--- src/rtl/rsa_run_sequencer.sv ---
// rsa_run_sequencer: holds enabled cores in reset, releases them together,
// and timestamps each core's done edge against a free-running run counter.
module rsa_run_sequencer #(
  parameter int NUM_CORES  = 4,
  parameter int CNT_W      = 32,
  parameter int RST_CYCLES = 2,
  parameter int TIMEOUT    = 2**20
) (
  input  logic                       clk,
  input  logic                       rst,
  input  logic                       start,
  input  logic [NUM_CORES-1:0]       core_en,
  input  logic                       abort,
  input  logic                       ack,
  input  logic [NUM_CORES-1:0]       done,
  output logic [NUM_CORES-1:0]       core_rst,
  output logic [NUM_CORES-1:0]       selected,
  output logic                       busy,
  output logic [NUM_CORES-1:0]       finished,
  output logic [NUM_CORES*CNT_W-1:0] cycle_cnt,
  output logic                       irq,
  output logic                       timed_out
);

  localparam int HW = $clog2(RST_CYCLES + 1);

  typedef enum logic [2:0] {
    S_IDLE, S_HOLD, S_RUN, S_DONE, S_TMO
  } state_t;

  state_t               state;
  logic [NUM_CORES-1:0] en_q;
  logic [NUM_CORES-1:0] done_q;
  logic [HW-1:0]        hold;
  logic [CNT_W-1:0]     run_cnt;
  logic [NUM_CORES-1:0] edges;
  logic [NUM_CORES-1:0] fin_nx;
  logic                 all_done;

  // A level already high on RUN entry never forms an edge, since done_q
  // tracks done in every state.
  always_comb begin
    edges    = done & ~done_q & en_q & ~finished;
    fin_nx   = finished | edges;
    all_done = ((fin_nx & en_q) == en_q);
  end

  always_ff @(posedge clk) begin
    if (!rst) begin
      state     <= S_IDLE;
      core_rst  <= '1;
      selected  <= '0;
      busy      <= 1'b0;
      finished  <= '0;
      cycle_cnt <= '0;
      irq       <= 1'b0;
      timed_out <= 1'b0;
      en_q      <= '0;
      done_q    <= '0;
      hold      <= '0;
      run_cnt   <= '0;
    end else begin
      done_q <= done;
      irq    <= 1'b0;
      unique case (state)
        S_IDLE: begin
          core_rst <= '0;
          if (start && |core_en) begin
            en_q      <= core_en;
            finished  <= '0;
            cycle_cnt <= '0;
            hold      <= HW'(RST_CYCLES);
            core_rst  <= core_en;
            busy      <= 1'b1;
            state     <= S_HOLD;
          end
        end
        S_HOLD: begin
          if (abort) begin
            core_rst <= '0;
            busy     <= 1'b0;
            state    <= S_IDLE;
          end else if (hold == HW'(1)) begin
            core_rst <= '0;
            selected <= en_q;
            run_cnt  <= '0;
            state    <= S_RUN;
          end else begin
            hold <= hold - HW'(1);
          end
        end
        S_RUN: begin
          if (abort) begin
            selected <= '0;
            busy     <= 1'b0;
            state    <= S_IDLE;
          end else begin
            run_cnt  <= run_cnt + CNT_W'(1);
            finished <= fin_nx;
            for (int i = 0; i < NUM_CORES; i++)
              if (edges[i])
                cycle_cnt[i*CNT_W +: CNT_W] <= run_cnt;
            if (all_done) begin
              selected <= '0;
              busy     <= 1'b0;
              irq      <= 1'b1;
              state    <= S_DONE;
            end else if (run_cnt == CNT_W'(TIMEOUT - 1)) begin
              selected  <= '0;
              busy      <= 1'b0;
              irq       <= 1'b1;
              timed_out <= 1'b1;
              state     <= S_TMO;
            end
          end
        end
        S_DONE, S_TMO: begin
          if (ack || abort) begin
            timed_out <= 1'b0;
            state     <= S_IDLE;
          end
        end
        default: state <= S_IDLE;
      endcase
    end
  end

endmodule

--- config.mk ---
export PLATFORM = sky130hd
export DESIGN_NAME = rsa_run_sequencer
export DESIGN_NICKNAME = d
export VERILOG_FILES = /design/src/rtl/rsa_run_sequencer.sv
export SDC_FILE = /design/constraint.sdc
export NUM_CORES = 1
export LEC_CHECK = 0
export CAP_MARGIN = 5
export CELL_PAD_IN_SITES_DETAIL_PLACEMENT = 1
export CELL_PAD_IN_SITES_GLOBAL_PLACEMENT = 2
export CORE_MARGIN = 4
export CORE_UTILIZATION = 30
export CTS_CLUSTER_SIZE = 24
export DETAILED_ROUTE_END_ITERATION = 6
export GPL_TIMING_DRIVEN = 0
export MAX_ROUTING_LAYER = met4
export PLACE_DENSITY = 0.83
export SLEW_MARGIN = 20
export SYNTH_ARGS = -nofsm -noshare
export SYNTH_HDL_FRONTEND = slang
export SYNTH_SLANG_ARGS = --single-unit
--- constraint.sdc ---
create_clock -name clk -period 3.1 [get_ports clk]
set_input_delay 0.93 -clock clk [delete_from_list [all_inputs] [get_ports clk]]
set_output_delay 0.93 -clock clk [all_outputs]
set_load 0.1 [all_outputs]
After elaboration in Yosys (flattened, before gate mapping) --
Index checks and enable logic that the tools add are counted. W data, S select, Z words.
Word-level totals: output and inout bits 143, register bits 188, bits in writable memories 0, bits in latches 0, memories 0, ROM bits 0
Operators by class: $mul 0, equality and inequality tests 22, reduce and logical (&&, ||, !) cells 24, shift-type cells 0, add/subtract/negate cells 2, divide/modulo/power cells 0, muxes and demuxes 49, bitwise logic cells 9, order comparisons 0
Operator list (count):
- $mux W128 | 2
- $pmux W128 S2 | 1
- $mux W32 | 7
- $pmux W32 S2 | 1
- $mux W4 | 10
- $reduce_and A4 Y1 | 9
- $add A32 B1 Y32 const B | 1
- $eq A32 B20 Y1 const B | 1
- $ne A2 B2 Y1 const B | 13
- $pmux W4 S2 | 3
- $mux W3 | 7
- $and A4 B4 Y4 | 4
- $pmux W3 S4 | 1
- $mux W1 | 11
- $not A4 Y4 | 2
- $reduce_bool A2 Y1 | 4
- $eq A3 B2 Y1 const B | 2
- $mux W2 | 3
- $reduce_and A5 Y1 | 1
- $eq A4 B4 Y1 | 1
- $ne A4 B4 Y1 const B | 1
- $or A4 B4 Y4 | 1
- $pmux W2 S2 | 1
- $reduce_and A2 Y1 | 2
- other kinds (16) | 17

Depth between registers and ports, before layout --
word-level depth 10, depth in mapped cells 8, depth with buffers taken out 7

Worst setup path after synthesis --
No wires, ideal clock.
path type in2reg, from input port abort, to register cycle_cnt[121], slack 0.409 ns, setup time 0.128 ns, buffers on the path 2, stages on the path 7, data arrival time 2.563 ns, cell sequence clkbuf_1 -> nor4b_1 -> a31oi_1 -> a21oi_1 -> buf_2 -> mux2i_1 -> nor2_1
On the way: cells in the longest elaborated chain, start to end 2
RTL lines:
- from (decl) | RTL line 13 | input logic abort,
- $ne A2 B2 Y1 (no source line)
- $reduce_and A4 Y1 (no source line)
- to (signal, indexed assignment) | RTL line 102 | cycle_cnt[i*CNT_W +: CNT_W] <= run_cnt;
- to (decl) | RTL line 20 | output logic [NUM_CORES*CNT_W-1:0] cycle_cnt,
No other way between the ends. A chain may end at the register's enable or synchronous reset.

Final worst setup path --
from register finished[2], to output port finished[2]
RTL lines:
- from (decl) | RTL line 19 | output logic [NUM_CORES-1:0] finished,
- from (signal assigned) | RTL line 99 | finished <= fin_nx;
No word-level cell between the ends.

==> flow_metrics.py <==
metrics = {
    "clock_tree": {
        "worstSkewPairLatency_ns": 0.43,
        "cts_buffers": 17,
        "root_buffer": "clkbuf_16",
        "clock_sink_count": 188,
        "htree_levels": 4,
        "cts_tree": "yes",
        "clk_pin_slew_ns": 0.07,
        "cts_buffer_depth": 2,
    },
    "synth": {
        "avgSynthCellArea_um2": 8.97,
        "synthFlopType": "dfxtp_1",
        "synth_compound_gate_area_share_pct": 8.09,
        "synth_mux_area_share_pct": 13.8,
        "synth-simple-area-share_pct": 21.8,
        "synth_common_cells": "dfxtp_1, nor2_1, mux2i_1, nand2_1, a21oi_1",
        "synth_top_family_by_area": "simple AND/OR/NAND/NOR gates",
        "synthTopCellsByArea": "dfxtp_1, mux2i_1, nor2_1, nand2_1, a21oi_1",
        "synth_nets": 841,
        "ys.warnings.count": 0,
        "synth_cells": 826,
        "yosysTopAreaCellShare_pct": 50.8,
        "synthDistinctLibCells": 46,
        "ys_seq_elements": 188,
        "synth-seq-area-share_pct": 50.8,
        "synth_top_area_cell": "dfxtp_1",
        "synth_edf_count": 0,
        "synth_xor_xnor_area_share_pct": 1.89,
        "synth_fa_ha_area_share_pct": 0.338,
        "yosysMostFrequentCell": "dfxtp_1",
        "synth_area_um2": 7410,
        "synthArstFlopShare_pct": 0,
    },
    "finish": {
        "fill_cells": 2836,
        "area_growth_pct": 34.9,
        "fin_util_pct": 41.1,
        "n_antenna_cell": 0,
        "final_nets": 1013,
        "drive_gt1_share_pct": 5.35,
    },
    "floorplan": {
        "rows": 57,
        "die_y_um": 165,
        "core_area_um2": 24300,
        "ios": 156,
        "initial_core_util_pct": 30.5,
        "die_x_um": 165,
        "die-area_um2": 27300,
    },
    "placed_design": {
        "preCtsSetupSlack_ns": -0.774,
        "dp_hpwl_um": 17400,
        "io_buffers": 154,
        "place.gp.congestion": 0.822,
    },
    "drt": {
        "drt-total-wl_um": 23500,
        "vias_per_cell": 4.79,
        "ant_nets": 0,
        "drc_errors": 0,
        "dr.pass1.iters": 4,
        "dr_total_vias": 6393,
        "wl_per_cell_um": 17.6,
        "dr.first_iter.drc_count": 294,
    },
    "critical_path": {
        "reg2reg_to": "cycle_cnt[106]",
        "worst_ep_arrival_time_ns": 1.97,
        "path_buf_inv": 1,
        "critical_path_class": "register to output pin",
        "r2r_start": "state[0]",
        "cp-start-kind": "register",
        "r2r_setup_slack_ns": 0.30,
        "path_depth": 1,
        "slowest_stage": "clkdlybuf4s50_1",
        "cp-end-kind": "output pin",
        "crit_required_ns": 2.17,
        "cp_max_fo": 4,
        "cp-startpoint": "finished[2]",
        "path_cells": "clkdlybuf4s50_1",
        "crit_family": "buffers and inverters",
        "cp_slowest_stage_delay_ns": 1.16,
        "endpoint": "finished[2]",
        "rr_worst_depth": 7,
    },
    "outcome": {
        "status": "finished, final reports clean",
    },
    "global_routing": {
        "gr-max-usage-layer": "met2",
        "grt-ovfl-total": 0,
        "grt_pass1_vias": 6618,
        "globalRouteMet3Util_pct": 3.65,
        "grtUsageMet1_pct": 23.7,
        "grt_pass1_wl_um": 37100,
        "grt_max_degree": 17,
        "antenna_found_initial": 0,
        "grt_util_all_layers_pct": 18.0,
        "grt_util_met2_pct": 29.1,
    },
    "job": {
        "max-cap-violations": 0,
    },
    "sta": {
        "fin_crit_ns": 2.90,
        "min_period_over_period_pct": 93.4,
        "skew_ns": 0.0112,
        "finalHoldViolations": 0,
        "fmax_mhz": 345,
        "report.final.slew_viol_count": 0,
        "setup_viol": 0,
        "slew_headroom_pct": 32.3,
        "worstMarginPinSlew_ns": 1.01,
        "rsz0062_at_grt": "no",
        "setup_slack_ns": 0.204,
    },
    "power": {
        "vdd_drop_max_mv": 0.335,
        "p_leak_nw": 3.64,
        "cellPowerDensity_nw_per_um2": 520,
        "power.total_w": 0.00519,
    },
    "min_path": {
        "hold_class": "register to register",
    },
}
==> worst reg2reg max path: cells and delay by family, from the launching register on <==
family          cells  cell delay (ns)
mux                 1             0.27
flops               1             0.32
buf+inv             2             0.65
simple gates        2             0.73
compound gates      2             0.71
==> layout make-up <==
| class | count | area, um2 | share of cell area (%) |
|---|---|---|---|
| clock buffer | 24 | 512 | 5.12 |
| inverter | 11 | 41.3 | 0.413 |
| buffer | 50 | 204 | 2.04 |
| multi-input combinational | 576 | 3420 | 34.2 |
| timing repair buffer | 154 | 1540 | 15.4 |
| sequential | 188 | 3760 | 37.7 |
| clock inverter | 7 | 104 | 1.04 |
| tap | 324 | 405 | 4.06 |
==> placed cells by master (no fill, tap or decap), types with 2 or more instances in the layout <==
| master | netlist | layout |
|---|---|---|
| and4_1 | 3 | 3 |
| nand2b_1 | 4 | 4 |
| a31oi_1 | 6 | 5 |
| clkbuf_16 | 0 | 17 |
| clkdlybuf4s50_1 | 0 | 154 |
| nand3b_1 | 3 | 3 |
| and2_1 | 6 | 6 |
| bufinv_16 | 0 | 2 |
| o221a_2 | 2 | 2 |
| mux2i_1 | 102 | 102 |
| ha_1 | 2 | 2 |
| or2_2 | 2 | 2 |
| nor2_1 | 135 | 135 |
| a21oi_1 | 61 | 58 |
| or4_1 | 4 | 4 |
| nand4_1 | 6 | 6 |
| and3_1 | 28 | 28 |
| xnor2_1 | 14 | 14 |
| o21ai_0 | 19 | 19 |
| dfxtp_1 | 188 | 188 |
| a211oi_1 | 3 | 3 |
| nand3_1 | 16 | 16 |
| clkinv_4 | 0 | 4 |
| xor2_1 | 2 | 2 |
| a21oi_2 | 0 | 3 |
| clkbuf_2 | 0 | 3 |
| nor3_1 | 13 | 13 |
| nor2b_1 | 10 | 10 |
| o32ai_1 | 2 | 2 |
| clkbuf_1 | 41 | 38 |
| buf_2 | 10 | 10 |
| clkbuf_8 | 0 | 6 |
| o21a_1 | 3 | 3 |
| or3_1 | 14 | 14 |
| nor4_1 | 5 | 5 |
| inv_1 | 11 | 11 |
| nand2_1 | 95 | 95 |
==> routing by layer <==
| metal | routed length (um) | part of all wire (%) | up-vias |
|---|---|---|---|
| met1 | 11200 | 48 | 3120 |
| met5 | 0 | 0 | - |
| li1 | - | - | 3155 |
| met4 | 184 | 0.78 | 0 |
| met2 | 11300 | 48 | 104 |
| met3 | 818 | 3.5 | 14 |
==> kinds of logic after synthesis <==
group / count (synthesis)
fa+ha+maj: 2
buf+inv: 62
flops: 188
compound gates: 106
xor+xnor: 16
mux: 102
simple gates: 350
==> flip-flops by register name, indices dropped and copies added, names as in the netlist <==
signal	cells
en_q	4
irq	1
selected	4
core_rst	4
state	3
finished	4
timed_out	1
busy	1
cycle_cnt	128
done_q	4
hold	2
run_cnt	32
==> worst min path at each step <==
stage	to	depth (start not counted)	slack [ns]	startpoint
after floorplan	run_cnt[31]	2	0.47	run_cnt[31]
final	cycle_cnt[12]	2	0.45	cycle_cnt[12]
after global routing	cycle_cnt[4]	2	0.48	cycle_cnt[4]
after global placement	cycle_cnt[14]	2	0.44	cycle_cnt[14]
after CTS	cycle_cnt[12]	2	0.46	cycle_cnt[12]
after detailed placement	cycle_cnt[21]	2	0.45	cycle_cnt[21]
==> report_power, final <==
| group | switching [W] | total, W | internal (W) |
|---|---|---|---|
| sequential | 0.0000143 | 0.00245 | 0.00243 |
| clock | 0.000957 | 0.00228 | 0.00132 |
| combinational | 0.000331 | 0.000465 | 0.000134 |
| total | 0.00130 | 0.00519 | 0.00389 |
==> metrics by stage <==
stage	hold WS [ns]	instance area [um2]	std cells	setup TNS [ns]
floorplan	0.467	7410	826	0
global placement	0.441	9350	1304	-85.85
detailed placement	0.451	9350	1304	-81.14
CTS	0.459	9980	1334	0
global route	0.480	9990	1334	0
finish	0.454	9990	1334	0
==> timing repair <==
| item | 4_1_cts | 5_1_grt |
|---|---|---|
| buffers inserted | 0 | 0 |
| hold buffers | 0 | 0 |
| endpoints found under the setup margin | 122 | 60 |
| gates resized for setup | 5 | 3 |
| pin swaps | 0 | 0 |
Note: power is estimated with default switching activity, not from simulation.
